### src/rtl/lc2k_pkg.sv
// Shared definitions for the LC2K multi-cycle core: opcodes, FSM states, field positions.
package lc2k_pkg;

  typedef enum logic [2:0] {
    ADD  = 3'd0,
    NOR  = 3'd1,
    LW   = 3'd2,
    SW   = 3'd3,
    BEQ  = 3'd4,
    JALR = 3'd5,
    HALT = 3'd6,
    NOOP = 3'd7
  } opcode_e;

  typedef enum logic [2:0] {
    FETCH   = 3'd0,
    DECODE  = 3'd1,
    EXEC    = 3'd2,
    MEM     = 3'd3,
    WB      = 3'd4,
    HALT_ST = 3'd5
  } state_e;

  // Instruction field positions; only bits [24:0] of a word carry meaning.
  localparam int unsigned FIELD_W  = 3;
  localparam int unsigned OPC_LSB  = 22;
  localparam int unsigned REGA_LSB = 19;
  localparam int unsigned REGB_LSB = 16;
  localparam int unsigned DEST_LSB = 0;
  localparam int unsigned OFF_W    = 16;
  localparam int unsigned INSTR_W  = 25;
  localparam int unsigned NUM_REGS = 8;

endpackage

### src/rtl/lc2k_regfile.sv
// Eight-entry register file: two read ports, one write port, debug read, reg0 tied to zero.
module lc2k_regfile
  import lc2k_pkg::*;
#(
  parameter int unsigned DATA_W = 32
) (
  input  logic              clk,
  input  logic              rst_n,
  input  logic              we,
  input  logic [2:0]        waddr,
  input  logic [DATA_W-1:0] wdata,
  input  logic [2:0]        ra,
  input  logic [2:0]        rb,
  input  logic [2:0]        dbg_sel,
  output logic [DATA_W-1:0] rdata_a,
  output logic [DATA_W-1:0] rdata_b,
  output logic [DATA_W-1:0] dbg_data
);

  logic [DATA_W-1:0] regs_q [NUM_REGS];

  // Synchronous clear; writes to reg0 are dropped so it never leaves zero.
  always_ff @(posedge clk) begin
    if (!rst_n) begin
      for (int i = 0; i < NUM_REGS; i++) begin
        regs_q[i] <= '0;
      end
    end else if (we && (waddr != 3'd0)) begin
      regs_q[waddr] <= wdata;
    end
  end

  // Combinational reads with reg0 forced to zero.
  always_comb begin
    rdata_a  = (ra == 3'd0) ? '0 : regs_q[ra];
    rdata_b  = (rb == 3'd0) ? '0 : regs_q[rb];
    dbg_data = (dbg_sel == 3'd0) ? '0 : regs_q[dbg_sel];
  end

endmodule

### src/rtl/lc2k_multicycle_core.sv
// Multi-cycle LC2K core with one shared req/ready memory port and retire counting.
module lc2k_multicycle_core
  import lc2k_pkg::*;
#(
  parameter int unsigned       DATA_W   = 32,
  parameter int unsigned       ADDR_W   = 16,
  parameter logic [ADDR_W-1:0] RESET_PC = '0
) (
  input  logic              clk,
  input  logic              rst_n,
  output logic              mem_req,
  output logic              mem_we,
  output logic [ADDR_W-1:0] mem_addr,
  output logic [DATA_W-1:0] mem_wdata,
  input  logic              mem_ready,
  input  logic [DATA_W-1:0] mem_rdata,
  output logic [ADDR_W-1:0] pc,
  output logic              halted,
  output logic [31:0]       instr_count,
  input  logic [2:0]        dbg_sel,
  output logic [DATA_W-1:0] dbg_data
);

  state_e              state_q;
  logic [ADDR_W-1:0]   pc_q;
  logic [INSTR_W-1:0]  ir_q;
  logic [DATA_W-1:0]   a_q;
  logic [DATA_W-1:0]   b_q;
  logic [DATA_W-1:0]   alu_q;  // ALU result, or effective address for lw/sw
  logic [DATA_W-1:0]   mdr_q;
  logic                halted_q;
  logic [31:0]         count_q;

  opcode_e             opc;
  logic [2:0]          rega;
  logic [2:0]          regb;
  logic [2:0]          dest;
  logic [DATA_W-1:0]   offset_sext;
  logic [ADDR_W-1:0]   pc_inc;
  logic [DATA_W-1:0]   link;
  logic [DATA_W-1:0]   rd_a;
  logic [DATA_W-1:0]   rd_b;

  logic                rf_we;
  logic [2:0]          rf_waddr;
  logic [DATA_W-1:0]   rf_wdata;

  assign opc         = opcode_e'(ir_q[OPC_LSB +: FIELD_W]);
  assign rega        = ir_q[REGA_LSB +: FIELD_W];
  assign regb        = ir_q[REGB_LSB +: FIELD_W];
  assign dest        = ir_q[DEST_LSB +: FIELD_W];
  assign offset_sext = {{(DATA_W - OFF_W){ir_q[OFF_W-1]}}, ir_q[OFF_W-1:0]};
  assign pc_inc      = pc_q + ADDR_W'(1);

  // Zero-extended return address for jalr.
  always_comb begin
    link               = '0;
    link[ADDR_W-1:0]   = pc_inc;
  end

  // Memory port; gated by rst_n so nothing is requested while reset is held.
  assign mem_req   = rst_n && ((state_q == FETCH) || (state_q == MEM));
  assign mem_we    = rst_n && (state_q == MEM) && (opc == SW);
  assign mem_addr  = (state_q == MEM) ? alu_q[ADDR_W-1:0] : pc_q;
  assign mem_wdata = b_q;

  assign pc          = pc_q;
  assign halted      = halted_q;
  assign instr_count = count_q;

  // Register write port: jalr links in EXEC, everything else writes back in WB.
  always_comb begin
    rf_we    = 1'b0;
    rf_waddr = dest;
    rf_wdata = alu_q;
    if ((state_q == EXEC) && (opc == JALR)) begin
      rf_we    = 1'b1;
      rf_waddr = regb;
      rf_wdata = link;
    end else if (state_q == WB) begin
      rf_we = 1'b1;
      if (opc == LW) begin
        rf_waddr = regb;
        rf_wdata = mdr_q;
      end
    end
  end

  lc2k_regfile #(
    .DATA_W (DATA_W)
  ) u_regfile (
    .clk      (clk),
    .rst_n    (rst_n),
    .we       (rf_we),
    .waddr    (rf_waddr),
    .wdata    (rf_wdata),
    .ra       (rega),
    .rb       (regb),
    .dbg_sel  (dbg_sel),
    .rdata_a  (rd_a),
    .rdata_b  (rd_b),
    .dbg_data (dbg_data)
  );

  // Main control FSM with PC, IR, operand latches, halt flag and retire counter.
  always_ff @(posedge clk) begin
    if (!rst_n) begin
      state_q  <= FETCH;
      pc_q     <= RESET_PC;
      ir_q     <= '0;
      a_q      <= '0;
      b_q      <= '0;
      alu_q    <= '0;
      mdr_q    <= '0;
      halted_q <= 1'b0;
      count_q  <= '0;
    end else begin
      unique case (state_q)
        FETCH: begin
          if (mem_ready) begin
            ir_q    <= mem_rdata[INSTR_W-1:0];
            state_q <= DECODE;
          end
        end
        DECODE: begin
          a_q <= rd_a;
          b_q <= rd_b;
          if (opc == HALT) begin
            // Halt retires here and the PC steps past it.
            halted_q <= 1'b1;
            pc_q     <= pc_inc;
            count_q  <= count_q + 32'd1;
            state_q  <= HALT_ST;
          end else begin
            state_q <= EXEC;
          end
        end
        EXEC: begin
          case (opc)
            ADD: begin
              alu_q   <= a_q + b_q;
              state_q <= WB;
            end
            NOR: begin
              alu_q   <= ~(a_q | b_q);
              state_q <= WB;
            end
            LW, SW: begin
              alu_q   <= a_q + offset_sext;
              state_q <= MEM;
            end
            BEQ: begin
              pc_q    <= (a_q == b_q) ? (pc_inc + offset_sext[ADDR_W-1:0]) : pc_inc;
              count_q <= count_q + 32'd1;
              state_q <= FETCH;
            end
            JALR: begin
              // a_q was captured in DECODE, so regA==regB jumps to the old value.
              pc_q    <= a_q[ADDR_W-1:0];
              count_q <= count_q + 32'd1;
              state_q <= FETCH;
            end
            default: begin
              pc_q    <= pc_inc;
              count_q <= count_q + 32'd1;
              state_q <= FETCH;
            end
          endcase
        end
        MEM: begin
          if (mem_ready) begin
            if (opc == SW) begin
              pc_q    <= pc_inc;
              count_q <= count_q + 32'd1;
              state_q <= FETCH;
            end else begin
              mdr_q   <= mem_rdata;
              state_q <= WB;
            end
          end
        end
        WB: begin
          pc_q    <= pc_inc;
          count_q <= count_q + 32'd1;
          state_q <= FETCH;
        end
        HALT_ST: begin
          state_q <= HALT_ST;
        end
        default: begin
          state_q <= FETCH;
        end
      endcase
    end
  end

endmodule

### config.mk
export PLATFORM = sky130hd
export DESIGN_NAME = lc2k_multicycle_core
export DESIGN_NICKNAME = d
export VERILOG_FILES = /design/src/rtl/lc2k_pkg.sv /design/src/rtl/lc2k_regfile.sv /design/src/rtl/lc2k_multicycle_core.sv
export SDC_FILE = /design/constraint.sdc
export NUM_CORES = 1
export LEC_CHECK = 0
export CORE_ASPECT_RATIO = 1.25
export CORE_UTILIZATION = 35
export DETAILED_ROUTE_END_ITERATION = 8
export PLACE_DENSITY_LB_ADDON = 0.1
export RECOVER_POWER = 50
export SLEW_MARGIN = 10
export SYNTH_ARGS = -nofsm -noshare
export SYNTH_HDL_FRONTEND = slang
export SYNTH_SLANG_ARGS = --single-unit
### constraint.sdc
create_clock -name clk -period 4.55 [get_ports clk]
set_clock_uncertainty 0.05 [all_clocks]
set_input_delay 0.91 -clock clk [delete_from_list [all_inputs] [get_ports clk]]
set_output_delay 0.91 -clock clk [all_outputs]
set_load 0.02 [all_outputs]
# Word-level counts from Yosys, hierarchy flattened
# Memories as Yosys holds them, arrays and structs flattened. A register that Yosys moved wholly into a read port is not among the register bits.
# Index checks and enable logic that the tools add are counted.
dict set report classes {
  n_addsub 5
  n_eq_ne 17
  n_mux 41
  bitwise 3
  reduce_logical 24
}
# op n
set ops {}
lappend ops {{2-to-1 mux 32 bit} 11}
lappend ops {{one-hot mux 32 bit (4 select lines)} 1}
lappend ops {{one-hot mux 32 bit (3 select lines)} 1}
lappend ops {{2-to-1 mux 16 bit} 5}
lappend ops {{adder 32 bit} 2}
lappend ops {{one-hot mux 16 bit (4 select lines)} 1}
lappend ops {{one-hot mux 16 bit (3 select lines)} 1}
lappend ops {{2-to-1 mux 3 bit} 12}
lappend ops {{adder 32 x 1 -> 32 bit, second input constant} 1}
lappend ops {{equality test 32 bit} 1}
lappend ops {{inverter 32 bit} 1}
lappend ops {{bitwise OR 32 bit} 1}
lappend ops {{OR reduction 32 bit} 1}
lappend ops {{adder 16 x 1 -> 16 bit, second input constant} 1}
lappend ops {{adder 16 bit} 1}
lappend ops {{equality test 3 bit, second input constant} 5}
lappend ops {{zero test 3 bit} 5}
lappend ops {{one-hot mux 3 bit (5 select lines)} 1}
lappend ops {{equality test 3 x 2 -> 1 bit, second input constant} 4}
lappend ops {{!= test 2 bit, second input constant} 4}
lappend ops {{AND reduction 2 bit} 4}
lappend ops {{2-to-1 mux 1 bit} 7}
lappend ops {{equality test 3 x 1 -> 1 bit, second input constant} 2}
lappend ops {{one-hot mux 3 bit (2 select lines)} 1}
lappend ops {{10 further kinds} 16}
dict set report totals {
  regBits 205
  mem_bits_rw 256
  input_bits 38
  output_inout_bits 131
  wordCells 100
  n_memories 1
}
# memory depth width read_ports rd_ports_with_merged_regs wr line
set memory_table {}
lappend memory_table {u_regfile.regs_q 8 32 3 2 8 lc2k_regfile.sv:20} ;# logic [DATA_W-1:0] regs_q [NUM_REGS];

# Logic depth before layout (Yosys ltp)
dict set report logic_depth {
  depth_word 11
  mapped_depth 16
  mapped_depth_nobuf 13
}

# Modules after synthesis
# A second synthesis with hierarchy kept.
dict set report unflattened {
  cells_unflattened 2758
  area_unflattened_um2 27978.1
}
# mod n_inst cells_each area_per_inst_um2 seq_area_each_um2
set by_module_without_submodules {}
lappend by_module_without_submodules {lc2k_regfile 1 1079 15185.8 6726.5}
lappend by_module_without_submodules {lc2k_multicycle_core 1 1679 12792.3 4103.9}

# Worst setup path before layout
# No wires, ideal clock.
dict set report synth_timing {
  path_type {register -> register}
  start {reg ir_q[24]}
  end {reg alu_q[18]}
  setup_ps 128
  t_arrival_ps 3320
  required_time_ps 4372
  path_slack_ps 1053
  stages_incl_launch_ff 16
  path_buffers 3
  synth_period_minus_slack_ps 3497
  path_cell_list {dfxtp_1 > clkbuf_1 > nor2b_1 > clkbuf_1 > clkbuf_1 > o21ai_0 > ha_1 > fa_1 > a21o_1 > a21oi_1 > o21a_1 > o211ai_1 > a21boi_0 > xnor2_1 > a222oi_1 > nor2_1}
}
dict set report synth_via {
  elab_chain_len 4
  elab_cells_between_ends 8
  cone_classes {eq/ne (3); mux (1); reduce/logical (4)}
}
# item line
set synth_rtl {}
lappend synth_rtl {{start, declared} lc2k_multicycle_core.sv:26} ;# logic [INSTR_W-1:0] ir_q;
lappend synth_rtl {{start signal, assigned} lc2k_multicycle_core.sv:121} ;# ir_q <= mem_rdata[INSTR_W-1:0];
lappend synth_rtl {{equality test 3 x 2 -> 1 bit} lc2k_multicycle_core.sv:139} ;# case (opc)
lappend synth_rtl {{OR reduction 2 bit} --}
lappend synth_rtl {{nonzero test 3 bit (no source line)} --}
lappend synth_rtl {{AND reduction 2 bit (no source line)} --}
lappend synth_rtl {{end signal, assigned} lc2k_multicycle_core.sv:141} ;# alu_q <= a_q + b_q;
lappend synth_rtl {{end signal, assigned} lc2k_multicycle_core.sv:145} ;# alu_q <= ~(a_q | b_q);
lappend synth_rtl {{end signal, assigned} lc2k_multicycle_core.sv:149} ;# alu_q <= a_q + offset_sext;
lappend synth_rtl {{end, declared} lc2k_multicycle_core.sv:29} ;# logic [DATA_W-1:0] alu_q;
# Parallel ways exist; a longest one is shown, timed or not.
# A chain may end at the register's enable or synchronous reset.

==> impl_metrics.json <==
{
  "outcome": "complete, but fails checks",
  "violations": "max-capacitance violations, max-slew violations",
  "slew_viol_final": 222,
  "netlist_area_um2": 26920,
  "cp_top_family": "buffers and inverters",
  "post-place-ws_ps": 645.0,
  "p_comb_share_pct": 20.4,
  "p_int_mw": 8.001,
  "synth_enable_flop_cells": 256,
  "fin_area_um2": 31540,
  "mostFrequentLayoutCell": "nor2_1",
  "netSwitchingFraction_pct": 30.40,
  "dp_hpwl_mm": 63.72,
  "antenna_found_initial": 1,
  "worstReg2RegEnd": "u_regfile.regs_q[1][30]",
  "syn-instance-count": 2636,
  "io_pins": 169,
  "avgSynthCellArea_um2": 10.21,
  "yosysUniqueCellTypes": 74,
  "drive_gt1_share_pct": 14.19,
  "grt_usage_pct": 23.77,
  "min_path_type": "flip-flop to flip-flop",
  "setup_viol": 0,
  "critPathRequiredTime_ps": 4720,
  "worst_pin_slew_ps": 2323,
  "synthFlopType": "edfxtp_1",
  "dp.cells": 3714,
  "worstSetupPathType": "flip-flop to flip-flop",
  "drtPass1Iterations": 5,
  "port_buffers": 168,
  "p_seq_share_pct": 42.9,
  "crit_chain": "inv_1, or3_1, a21oi_1, clkbuf_1, nand2_1, a21oi_1, o21ai_0, nand2_1, clkbuf_2",
  "regToRegStartpoint": "state_q[1]",
  "final.min_clock_period_ps": 4219,
  "grt_overflow": 0,
  "max_stage_delay_ps": 1060,
  "clkPwrFrac_pct": 36.7,
  "place_area_um2": 30040,
  "hold_path_depth": 2,
  "routed_via_density": 5.665,
  "core_region_area_um2": 76070,
  "fillCellCount": 7377,
  "die-width_um": 250.1,
  "multi_input_area_um2": 13960,
  "timing.fmax_mhz": 237.0,
  "cts_setup_buffers": 0,
  "drtIter0Drc": 1947,
  "place_congestion": 0.9439,
  "fin_util_pct": 41.46,
  "setup_ws_ps": 330.5,
  "cts_hold_buf": 0,
  "nets": 2914,
  "die_y_um": 312.1,
  "leakagePower_nw": 11.19,
  "wl_per_cell_um": 24.69,
  "ys_ff_latch": 467,
  "totalPowerFinal_mw": 11.50,
  "area_growth_pct": 17.14,
  "ys_async_sr_fraction_pct": 0,
  "cp_data_arrival_time_ps": 4390,
  "grt_max_degree": 69,
  "holdWs_ps": 404.5,
  "ys_warn_count": 0,
  "clock-sinks": 467,
  "wl_mm": 94.08,
  "drc_errors": 0,
  "htreeDepth": 2,
  "critPathBufInv": 3,
  "switchingPower_mw": 3.495,
  "ys_seq_area_share_pct": 44.24,
  "cts_buffers": 52,
  "reg2reg_slack_ps": 330,
  "via_count": 21590,
  "max_cap_violations": 6,
  "drtAntennaViolNets": 0,
  "worst_setup_path_start_kind": "flip-flop",
  "cts_buffer_depth": 3,
  "crit_slowest_cell": "clkbuf_2",
  "clk_pin_slew_ps": 60,
  "final_cell_mix": "nor2_1 (452), nand2_1 (262), a21oi_1 (256), edfxtp_1 (256), dfxtp_1 (207)",
  "insertion_delay_ps": 620,
  "worstRegToRegCells": 9,
  "slew_headroom_pct": -54.86,
  "holdCritStartpoint": "mdr_q[6]",
  "rows": 113,
  "final_cells": 3810,
  "min_to": "mdr_q[6]",
  "dieArea_um2": 78040,
  "power.density_nw_per_um2": 364.6,
  "rsz0062_at_grt": "no",
  "crit_path_end_kind": "flip-flop",
  "cts_resized": 0,
  "register_area_um2": 11920,
  "start_util_pct": 35.39,
  "hold_viol": 0,
  "crit_fanout": 32,
  "cts_tree": "yes",
  "grt_pass1_vias": 21310,
  "period_share_pct": 92.74,
  "fin_tns_setup_ps": 0,
  "ir_worst_vdd_v": 0.0002837,
  "grt_pass1_wl_mm": 139.4,
  "cts-root-buf": "clkbuf_16"
}
[cells in the mapped netlist, types with 8 or more instances]
library cell	instances	share of area, %
nor2_1	452	6.3
nand2_1	263	3.7
edfxtp_1	256	29
a21oi_1	255	4.7
dfxtp_1	211	16
mux4_2	160	13
clkbuf_1	125	1.7
inv_1	116	1.6
o21ai_0	92	1.7
mux2i_1	87	3.2
ha_1	83	3.9
mux2_2	64	2.7
xnor2_1	44	1.4
a221oi_1	40	1.3
buf_2	37	0.69
nand3_1	36	0.67
xor2_1	25	0.81
a21o_1	19	0.53
nand4_1	17	0.40
buf_1	15	0.21
nor3_1	14	0.26
o21a_1	14	0.39
nand2b_1	13	0.30
nor4_1	13	0.30
or3_1	13	0.30
a211oi_1	12	0.33
and2_1	11	0.26
nor2b_1	11	0.26
o22ai_1	11	0.26
o211ai_1	10	0.28
a22oi_1	8	0.22
o21bai_1	8	0.22
[routing by layer]
layer	track usage (%)	vias up	routed length, µm
met4	6.762	0	2541
met2	39.73	803	44630
met3	4.256	146	6183
li1	-	9885	-
met5	0	-	0
met1	31.48	10750	40730
[cells by family after synthesis]
logic type | after synthesis | share of synthesized area (%)
compound gates | 526 | 11.81
mux | 311 | 19.30
xor+xnor | 69 | 2.245
buf+inv | 296 | 4.355
simple gates | 881 | 14.03
other cells | 1 | 0.01393
fa+ha+maj | 85 | 4.006
flops | 467 | 44.24
[worst register-to-register path: cells and delay by family, from the launching register on]
kind | cells | cell delay [ps]
DFF | 1 | 570
and+or+nand+nor | 3 | 630
AOI/OAI and AO/OA | 3 | 760
buffers and inverters | 3 | 1780
[layout make-up]
type,instances,area share [%]
Timing Repair Buffer,249,7.404
Antenna cell,1,0.007935
Multi-Input combinational cell,1904,44.27
Clock inverter,28,0.7062
Clock buffer,67,4.531
Inverter,117,1.416
Sequential cell,467,37.79
Tap cell,977,3.876
[power by group through the flow]
| stage | combinational [mW] | sequential (mW) | clock, mW |
|---|---|---|---|
| after floorplan | 1.53 | 4.90 | 0 |
| after global placement | 2.36 | 5.01 | 0 |
| after detailed placement | 2.37 | 5.02 | 0 |
| after CTS | 2.38 | 4.93 | 4.32 |
| after global routing | 2.52 | 4.96 | 4.46 |
| final | 2.35 | 4.93 | 4.22 |
[registers in the layout, indices dropped and copies added (netlist names), named ones only]
name	flops
u_regfile.regs_q	256
a_q	32
alu_q	32
instr_count	32
mdr_q	32
mem_wdata	32
ir_q	25
pc	16
state_q	3
halted	1
[how the worst max path moves through the flow]
| stage | start | to | slack (ps) | cells past startpoint |
|---|---|---|---|---|
| global route | state_q[1] | u_regfile.regs_q[1][30] | 150 | 9 |
| CTS | state_q[0] | mem_we | 210 | 4 |
| detailed placement | dbg_sel[0] | dbg_data[19] | 650 | 6 |
| finish | state_q[1] | u_regfile.regs_q[1][30] | 330 | 9 |
| floorplan | ir_q[24] | alu_q[18] | 1050 | 15 |
| global placement | dbg_sel[0] | dbg_data[20] | 650 | 6 |
Note: power is estimated with default switching activity, not from simulation.
